==> config.mk <==
export PLATFORM = sky130hd
export DESIGN_NAME = emission_sweeper
export DESIGN_NICKNAME = d
export VERILOG_FILES = /design/src/rtl/emission_sweeper_pkg.sv /design/src/rtl/emission_sweeper_argmax_tracker.sv /design/src/rtl/emission_sweeper.sv
export SDC_FILE = /design/constraint.sdc
export NUM_CORES = 1
export LEC_CHECK = 0
export ABC_AREA = 1
export ABC_CLOCK_PERIOD_IN_PS = 5550
export CORE_ASPECT_RATIO = 0.9
export CORE_MARGIN = 1.5
export CORE_UTILIZATION = 50
export DETAILED_ROUTE_END_ITERATION = 10
export PLACE_DENSITY = 0.87
export SLEW_MARGIN = 20
export SYNTH_ARGS = -nofsm -noshare
export SYNTH_HDL_FRONTEND = slang
export SYNTH_HIERARCHICAL = 1
export SYNTH_SLANG_ARGS = --single-unit
==> constraint.sdc <==
create_clock -name clk -period 5.55 [get_ports clk]
set_input_delay 1.11 -clock clk [delete_from_list [all_inputs] [get_ports clk]]
set_output_delay 1.11 -clock clk [all_outputs]
set_load 0.01 [all_outputs]
==> src/rtl/emission_sweeper_pkg.sv <==
`default_nettype none
// ======================================================================
// emission_sweeper_pkg : constants, FSM states and result-beat type
//                        shared by the sweeper, matrix and trellis
// Rev 1.0
// ======================================================================
package emission_sweeper_pkg;

  localparam int WORD_NUM_BIT = 8;
  localparam int POS_NUM_BIT  = 4;
  localparam int POS_NUM      = 11;
  localparam int MAX_WORD     = 95;
  localparam int P_SIZE       = 32;

  typedef enum logic [1:0] {
    S_IDLE  = 2'd0,
    S_SWEEP = 2'd1,
    S_DRAIN = 2'd2,
    S_ERR   = 2'd3
  } sweep_state_t;

  typedef struct packed {
    logic [POS_NUM_BIT-1:0] pos;
    logic [P_SIZE-1:0]      p;
    logic                   last;
    logic                   err;
  } beat_t;

endpackage
`default_nettype wire

==> src/rtl/emission_sweeper_argmax_tracker.sv <==
`default_nettype none
// ======================================================================
// argmax_tracker : running (pos, p) maximum; earliest pos wins on a tie
// Rev 1.0
// ======================================================================
module argmax_tracker
  import emission_sweeper_pkg::*;
(
  input  logic                   clk,
  input  logic                   rst,
  input  logic                   i_clear,
  input  logic                   i_update,
  input  logic                   i_force,
  input  logic [POS_NUM_BIT-1:0] i_pos,
  input  logic [P_SIZE-1:0]      i_p,
  output logic [POS_NUM_BIT-1:0] o_best_pos,
  output logic [P_SIZE-1:0]      o_best_p
);

  logic [POS_NUM_BIT-1:0] r_best_pos;
  logic [P_SIZE-1:0]      r_best_p;

  // strict compare keeps the lower pos when probabilities tie
  always_ff @(posedge clk or posedge rst) begin
    if (rst) begin
      r_best_pos <= '0;
      r_best_p   <= '0;
    end else if (i_clear) begin
      r_best_pos <= '0;
      r_best_p   <= '0;
    end else if (i_update && (i_force || (i_p > r_best_p))) begin
      r_best_pos <= i_pos;
      r_best_p   <= i_p;
    end
  end

  assign o_best_pos = r_best_pos;
  assign o_best_p   = r_best_p;

endmodule
`default_nettype wire

==> src/rtl/emission_sweeper.sv <==
`default_nettype none
// ======================================================================
// emission_sweeper : sweeps all POS for one word through the emission
//                    matrix, streams (pos, p) beats and a running argmax
// Rev 1.0
// ======================================================================
module emission_sweeper
  import emission_sweeper_pkg::*;
(
  input  logic                    clk,
  input  logic                    rst,
  input  logic                    word_in_valid,
  output logic                    word_in_ready,
  input  logic [WORD_NUM_BIT-1:0] word_in,
  output logic [WORD_NUM_BIT-1:0] mx_word,
  output logic [POS_NUM_BIT-1:0]  mx_pos,
  input  logic [P_SIZE-1:0]       mx_emiss_p,
  input  logic [POS_NUM_BIT-1:0]  mx_pos_echo,
  output logic                    out_valid,
  input  logic                    out_ready,
  output logic [POS_NUM_BIT-1:0]  out_pos,
  output logic [P_SIZE-1:0]       out_p,
  output logic                    out_last,
  output logic                    out_err,
  output logic [POS_NUM_BIT-1:0]  best_pos,
  output logic [P_SIZE-1:0]       best_p
);

  localparam logic [WORD_NUM_BIT-1:0] C_MAX_WORD = WORD_NUM_BIT'(MAX_WORD);
  localparam logic [POS_NUM_BIT-1:0]  C_POS_LAST = POS_NUM_BIT'(POS_NUM - 1);

  sweep_state_t            r_state, w_state_nxt;
  logic                    r_ready;
  logic [WORD_NUM_BIT-1:0] r_mx_word;
  logic [POS_NUM_BIT-1:0]  r_mx_pos;
  beat_t                   r_beat, w_beat;
  logic                    r_out_valid;

  logic w_advance, w_pos_last, w_accept, w_capture, w_err_beat, w_release;

  assign w_advance  = !r_out_valid || out_ready;
  assign w_pos_last = (r_mx_pos == C_POS_LAST);

  always_ff @(posedge clk or posedge rst) begin
    if (rst) r_state <= S_IDLE;
    else     r_state <= w_state_nxt;
  end

  always_comb begin
    w_state_nxt = r_state;
    w_accept    = 1'b0;
    w_capture   = 1'b0;
    w_err_beat  = 1'b0;
    w_release   = 1'b0;
    case (r_state)
      S_IDLE: begin
        if (r_ready && word_in_valid) begin
          w_accept    = 1'b1;
          w_state_nxt = (word_in < C_MAX_WORD) ? S_SWEEP : S_ERR;
        end
      end
      S_SWEEP: begin
        if (w_advance) begin
          w_capture = 1'b1;
          if (w_pos_last) w_state_nxt = S_DRAIN;
        end
      end
      S_ERR: begin
        w_err_beat  = 1'b1;
        w_state_nxt = S_DRAIN;
      end
      S_DRAIN: begin
        if (r_out_valid && out_ready) begin
          w_release   = 1'b1;
          w_state_nxt = S_IDLE;
        end
      end
      default: w_state_nxt = S_IDLE;
    endcase
  end

  always_comb begin
    w_beat = '0;
    if (w_capture) begin
      w_beat.pos  = mx_pos_echo;
      w_beat.p    = mx_emiss_p;
      w_beat.last = w_pos_last;
      w_beat.err  = (mx_pos_echo != r_mx_pos);
    end else begin
      w_beat.last = 1'b1;
      w_beat.err  = 1'b1;
    end
  end

  // ready is high exactly while the FSM rests in IDLE (one edge after reset)
  always_ff @(posedge clk or posedge rst) begin
    if (rst) begin
      r_ready     <= 1'b0;
      r_mx_word   <= '0;
      r_mx_pos    <= '0;
      r_beat      <= '0;
      r_out_valid <= 1'b0;
    end else begin
      r_ready <= (w_state_nxt == S_IDLE);
      if (w_accept) begin
        r_mx_word <= word_in;
        r_mx_pos  <= '0;
      end else if (w_capture && !w_pos_last) begin
        r_mx_pos <= r_mx_pos + 1'b1;
      end
      if (w_capture || w_err_beat) begin
        r_beat      <= w_beat;
        r_out_valid <= 1'b1;
      end else if (w_release) begin
        r_out_valid <= 1'b0;
      end
    end
  end

  argmax_tracker u_argmax (
    .clk        (clk),
    .rst        (rst),
    .i_clear    (w_accept),
    .i_update   (w_capture),
    .i_force    (r_mx_pos == '0),
    .i_pos      (r_mx_pos),
    .i_p        (mx_emiss_p),
    .o_best_pos (best_pos),
    .o_best_p   (best_p)
  );

  assign word_in_ready = r_ready;
  assign mx_word       = r_mx_word;
  assign mx_pos        = r_mx_pos;
  assign out_valid     = r_out_valid;
  assign out_pos       = r_beat.pos;
  assign out_p         = r_beat.p;
  assign out_last      = r_beat.last;
  assign out_err       = r_beat.err;

endmodule
`default_nettype wire

==> impl_metrics.env, run 1 <==
export IMPL_critical_path_class="input pin to register"
export IMPL_crit_buf_inv=5
export IMPL_power_share_switching=0.404
export IMPL_synthFlopType="dfrtp_1"
export IMPL_start_util=0.513
export IMPL_finalNetCount=715
export IMPL_cts_hold_buffers_added=0
export IMPL_antenna_found_initial=0
export IMPL_grt_use_total=0.241
export IMPL_slew_viol_final=0
export IMPL_drive_above_1_share=0.157
export IMPL_maxCapViolCount=0
export IMPL_netlist_top_cells_area="dfrtp_1 (45%), ha_1 (8.8%), nand2_1 (6.6%), a22o_1 (6.4%), nand3_2 (6.1%)"
export IMPL_r2r_slack_ns=2.62
export IMPL_htree_levels=3
export IMPL_diodes=0
export IMPL_coreArea_um2=9660
export IMPL_ios=136
export IMPL_ant_nets=0
export IMPL_critical_path_required_ns=5.78
export IMPL_worstReg2RegEnd="u_argmax/o_best_p[11]"
export IMPL_power_frac_clock=0.131
export IMPL_die_y_um=97.5
export IMPL_worstPathMaxFanout=61
export IMPL_dieArea_um2=10500
export IMPL_ys_seq_area_frac=0.454
export IMPL_rows=34
export IMPL_stdcell_area_um2=6480
export IMPL_hp_class="register to register"
export IMPL_clock_sinks=90
export IMPL_clk_pin_slew_ns=0.10
export IMPL_max_stage_delay_ns=0.83
export IMPL_hold_path_startpoint="mx_word[0]"
export IMPL_synth_edf_count=0
export IMPL_netlist_area_um2=4960
export IMPL_cts_tree="yes"
export IMPL_synth_top_area_frac=0.454
export IMPL_hold_path_end="mx_word[0]"
export IMPL_cp_start_kind="input pin"
export IMPL_synth_fp_nets=591
export IMPL_status="finished, final reports clean"
export IMPL_grt_pass1_wl_um=20300
export IMPL_dpl_cell_count=747
export IMPL_max_slew_worst_pin_slew_ns=1.10
export IMPL_port_buffers=135
export IMPL_drc_errors=0
export IMPL_cts_setup_buffers=0
export IMPL_cp_cell_sequence="clkdlybuf4s50_1 -> nand2_1 -> inv_1 -> nand2_1 -> inv_1 -> clkinv_2 -> buf_4 -> nand4_1 -> nand2_2"
export IMPL_area_delta_synth_final_pct=30.7
export IMPL_synth_top_cell_by_area="dfrtp_1"
export IMPL_vias_per_cell=5.45
export IMPL_rsz0062_at_grt="no"
export IMPL_p_seq_frac=0.342
export IMPL_endpoint_kind="register"
export IMPL_firstDrtPassIters=6
export IMPL_clk_path_buf_depth=2
export IMPL_drt_wl_total_um=12200
export IMPL_rr_startpoint="r_state[1]"
export IMPL_ys_async_sr_fraction=1.00
export IMPL_synth_common_cells="dfrtp_1 (90), nand2_1 (87), inv_1 (55)"
export IMPL_p_leak_nw=3.03
export IMPL_root_buffer="clkbuf_8"
export IMPL_finalHoldViolCount=0
export IMPL_setup_violations=0
export IMPL_skew_ns=0.0128
export IMPL_synth_most_common_cell="dfrtp_1"
export IMPL_ys_warn_count=6
export IMPL_min_path_cells=2
export IMPL_tns_ns=0
export IMPL_vias=4162
export IMPL_grt_pass1_vias=4257
export IMPL_clkLatencyLatePin_ns=0.35
export IMPL_instances_no_fill=763
export IMPL_cts_buffers=9
export IMPL_synth_seq_cells=90
export IMPL_p_sw_mw=1.41
export IMPL_place_area_um2=6270
export IMPL_fin_crit_sh=0.650
export IMPL_drtIter0Drc=118
export IMPL_cts_resized=0
export IMPL_syn_inst=508
export IMPL_cp_arrival_ns=3.84
export IMPL_place_congestion=0.781
export IMPL_internal_power_mw=2.08
export IMPL_crit_slowest_cell="clkinv_2"
export IMPL_dp_hpwl_um=8350
export IMPL_period_needed_ns=3.61
export IMPL_avgSynthCellArea_um2=9.76
export IMPL_r2r_cells=7
export IMPL_fin_hold_ws_ns=0.486
export IMPL_fmax_mhz=277
export IMPL_synth_cell_types=31
export IMPL_die_width_um=108
export IMPL_overflow=0
export IMPL_critical_path_top_delay_family="buffers and inverters"
export IMPL_vdd_drop_max_v=0.000254
export IMPL_wire_per_inst_um=16.0
export IMPL_slew_headroom=0.266
export IMPL_power_frac_comb=0.527
export IMPL_powerDensity_nw_per_um2=540
export IMPL_grt_max_degree=62
==> per-layer routing <==
layer  vias up  share of wire  track usage
li1       1958              -            -
met1      2048           0.43        0.320
met2       139           0.48        0.396
met3        17          0.073       0.0570
met4         0          0.014       0.0658
met5         -              0            0
==> worst max path at each step <==
| stage | from | endpoint | slack, ns | cells after the start |
|---|---|---|---|---|
| floorplan | mx_emiss_p[23] | u_argmax/o_best_pos[3] | 3.08 | 13 |
| global placement | word_in_valid | u_argmax/o_best_p[10] | 1.91 | 9 |
| detailed placement | word_in_valid | u_argmax/o_best_p[11] | 1.79 | 9 |
| CTS | word_in_valid | u_argmax/o_best_p[11] | 2.15 | 9 |
| global route | word_in_valid | u_argmax/o_best_p[11] | 1.78 | 9 |
| finish | word_in_valid | u_argmax/o_best_p[11] | 1.94 | 9 |
==> cell type report <==
| class | count | area [µm²] |
|---|---|---|
| flip-flops and latches | 90 | 2250 |
| inverters | 60 | 228 |
| clock buffers | 10 | 128 |
| fillers | 761 | 3180 |
| repair buffers | 139 | 1380 |
| well taps | 126 | 158 |
| multi-input cells | 332 | 2260 |
| clock inverters | 6 | 73.8 |
==> stage by stage <==
step                setup WS, ns  utilization  power [mW]
floorplan                   3.08            -        2.25
global placement            1.91        0.650        2.96
detailed placement          1.79        0.650        3.04
CTS                         2.15        0.671        3.52
global route                1.78        0.671        3.75
finish                      1.94        0.671        3.50
==> power by group through the flow <==
stage,combinational (mW),sequential (mW),clock (mW)
after global routing,2.02,1.24,0.495
final,1.84,1.20,0.459
after floorplan,0.958,1.29,0
after global placement,1.77,1.19,0
after detailed placement,1.84,1.20,0
after CTS,1.85,1.20,0.469
==> sequential cells by signal, summed over array words and instances, names as in the netlist, 2 cells and up <==
signal               cells
u_argmax/o_best_pos      4
out_p                   32
mx_word                  8
u_argmax/o_best_p       32
out_pos                  4
r_state                  2
mx_pos                   4
==> kinds of logic after synthesis <==
group,after synthesis,share of synthesized area
fa+ha+maj,35,0.0883
xor+xnor,4,0.00707
compound gates,64,0.0936
flops,90,0.454
simple gates,229,0.264
buf+inv,86,0.0926
==> worst reg2reg max path: cells and delay by family (launching register included) <==
| family | cells | cell delay, ns |
|---|---|---|
| flops | 1 | 0.44 |
| simple gates | 4 | 0.68 |
| buf+inv | 3 | 1.68 |
==> cells in the final DEF (no fill, tap or decap), types with 2 or more instances in the layout <==
cell,n
xnor2_1,2
nand2_8,2
clkinvlp_4,2
nor2_2,6
nand3_2,30
nand4_1,39
nor3_1,2
nand2_1,87
o21ai_1,2
inv_1,54
a22o_1,36
ha_1,35
xor2_1,2
clkdlybuf4s50_1,135
a21oi_1,16
inv_2,4
clkinv_2,2
buf_4,4
dfrtp_1,90
nand2_2,32
clkbuf_8,9
o21ai_0,6
nand3_1,12
nor2_1,15
Note: power is estimated with default switching activity, not from simulation.
==> run 2, diff against run 1 <==
- ABC_CLOCK_PERIOD_IN_PS: 5550 -> 3560
- CORE_UTILIZATION: 50 -> 49
- PLACE_DENSITY: 0.87 -> 0.85
- clock period: 5.55 -> 3.56 ns (I/O delays scaled with it)
==> run 2 against run 1 <==
  * Combinational power rose by 57%
  * Critical path depth increased by 3
  * Clock-buffer cell count did not move
  * Cell area about the same
  * Worst hold slack worse by 0.0014 ns
  * Total power increased by 54%
  * Worst setup slack got worse by 1.1 ns
  * Via count is 0.55% lower
  * Routed wire length increased by 1.7%
  * Critical path type unchanged
  * Largest cell class unchanged
==> impl_metrics.env, run 2 (synthesized netlist as in run 1, its figures left out) <==
export IMPL_dpl_cell_count=749
export IMPL_finalNetCount=717
export IMPL_drt_wl_total_um=12400
export IMPL_finalHoldViolCount=0
export IMPL_rsz0062_at_grt="no"
export IMPL_grt_use_total=0.243
export IMPL_start_util=0.509
export IMPL_diodes=0
export IMPL_port_buffers=135
export IMPL_grt_max_degree=73
export IMPL_status="finished, final reports clean"
export IMPL_setup_violations=0
export IMPL_mostFrequentLayoutCells="clkdlybuf4s50_1 (135), dfrtp_1 (90), nand2_1 (87), inv_1 (54), nand4_1 (39)"
export IMPL_die_y_um=98.4
export IMPL_final_common_cell="clkdlybuf4s50_1"
export IMPL_instances_no_fill=765
export IMPL_clk_pin_slew_ns=0.09
export IMPL_root_buffer="clkbuf_8"
export IMPL_coreArea_um2=9740
export IMPL_endpoint_kind="register"
export IMPL_critical_path_class="input pin to register"
export IMPL_grt_pass1_vias=4229
export IMPL_cp_start_kind="input pin"
export IMPL_cts_setup_buffers=0
export IMPL_slew_headroom=0.622
export IMPL_cts_hold_buffers_added=0
export IMPL_rows=34
export IMPL_vias_per_cell=5.41
export IMPL_fmax_mhz=365
export IMPL_wire_per_inst_um=16.2
export IMPL_period_needed_ns=2.74
export IMPL_slew_viol_final=0
export IMPL_htree_levels=3
export IMPL_fin_hold_ws_ns=0.484
export IMPL_powerDensity_nw_per_um2=834
export IMPL_vias=4139
export IMPL_place_congestion=0.783
export IMPL_ant_nets=0
export IMPL_drive_above_1_share=0.161
export IMPL_nFillCells=775
export IMPL_antenna_found_initial=0
export IMPL_area_delta_synth_final_pct=30.7
export IMPL_cts_buffers=9
export IMPL_max_slew_worst_pin_slew_ns=0.565
export IMPL_critical_path_required_ns=3.85
export IMPL_cts_tree="yes"
export IMPL_dp_hpwl_um=8800
export IMPL_cts_resized=0
export IMPL_cp_arrival_ns=3.03
export IMPL_die_width_um=109
export IMPL_ios=136
export IMPL_tns_ns=0
export IMPL_grt_pass1_wl_um=20600
export IMPL_firstDrtPassIters=4
export IMPL_clock_sinks=90
export IMPL_worstPathMaxFanout=37
export IMPL_dieArea_um2=10700
export IMPL_fin_crit_sh=0.769
export IMPL_p_leak_nw=3.04
export IMPL_skew_ns=0.00868
export IMPL_drc_errors=0
export IMPL_overflow=0
export IMPL_maxCapViolCount=0
export IMPL_drtIter0Drc=192
export IMPL_clk_path_buf_depth=2
export IMPL_clkLatencyLatePin_ns=0.36
export IMPL_hp_class="register to register"
export IMPL_vdd_drop_max_v=0.000466
run 2: worst max-delay path, stage by stage:
cell	delay [ns]
clkdlybuf4s50_1	0.48
ha_1	0.34
a21oi_1	0.18
o21a_1	0.16
nand2_1	0.11
a21oi_2	0.14
nand2_2	0.08
nand2_4	0.08
nand2_8	0.18
nand2_8	0.33
nand3_1	0.13
nand2_1	0.09
run 2: path summary, 6_finish.rpt:
| check | start | to | slack [ns] | cells past startpoint |
|---|---|---|---|---|
| worst max-delay path | mx_emiss_p[31] | u_argmax/o_best_p[2] | 0.82 | 12 |
| worst min-delay path | mx_word[6] | mx_word[6] | 0.48 | 2 |
| min in group asynchronous | rst | out_p[11] | 0.69 | 2 |
| worst min register to register | mx_word[6] | mx_word[6] | 0.48 | 2 |
| max in group asynchronous | rst | out_p[2] | 2.02 | 3 |
| worst max register to register | u_argmax/o_best_p[31] | u_argmax/o_best_p[2] | 1.25 | 12 |
run 2: final cells by class:
| class | instances | area [µm²] | share of cell area |
|---|---|---|---|
| multi-input combinational | 332 | 2260 | 0.349 |
| sequential | 90 | 2250 | 0.348 |
| timing repair buffer | 141 | 1410 | 0.217 |
| inverter | 60 | 225 | 0.0348 |
| tap | 126 | 158 | 0.0243 |
| clock buffer | 10 | 138 | 0.0212 |
| clock inverter | 6 | 40.0 | 0.00618 |
run 2: where the power goes:
| part | switching (mW) | internal (mW) | leakage [nW] | total (mW) |
|---|---|---|---|---|
| Clock | 0.373 | 0.275 | 0.0928 | 0.648 |
| Combinational | 1.44 | 1.45 | 1.77 | 2.89 |
| Sequential | 0.388 | 1.48 | 1.19 | 1.87 |
| Total | 2.20 | 3.20 | 3.04 | 5.40 |
run 2: through the flow:
stage	total power, mW	area [µm²]	worst slack (ns)	utilization
CTS	5.45	6480	0.864	0.665
floorplan	3.51	4960	1.49	-
global placement	4.64	6300	0.551	0.647
detailed placement	4.77	6300	0.483	0.647
global route	5.81	6480	0.662	0.665
finish	5.40	6480	0.821	0.665
run 2: routing by layer:
metal | GRT usage | vias up | routed length [µm]
met3 | 0.0496 | 14 | 831
met4 | 0.0607 | 0 | 121
met1 | 0.328 | 2010 | 5420
met5 | 0 | - | 0
met2 | 0.399 | 146 | 6040
li1 | - | 1969 | -
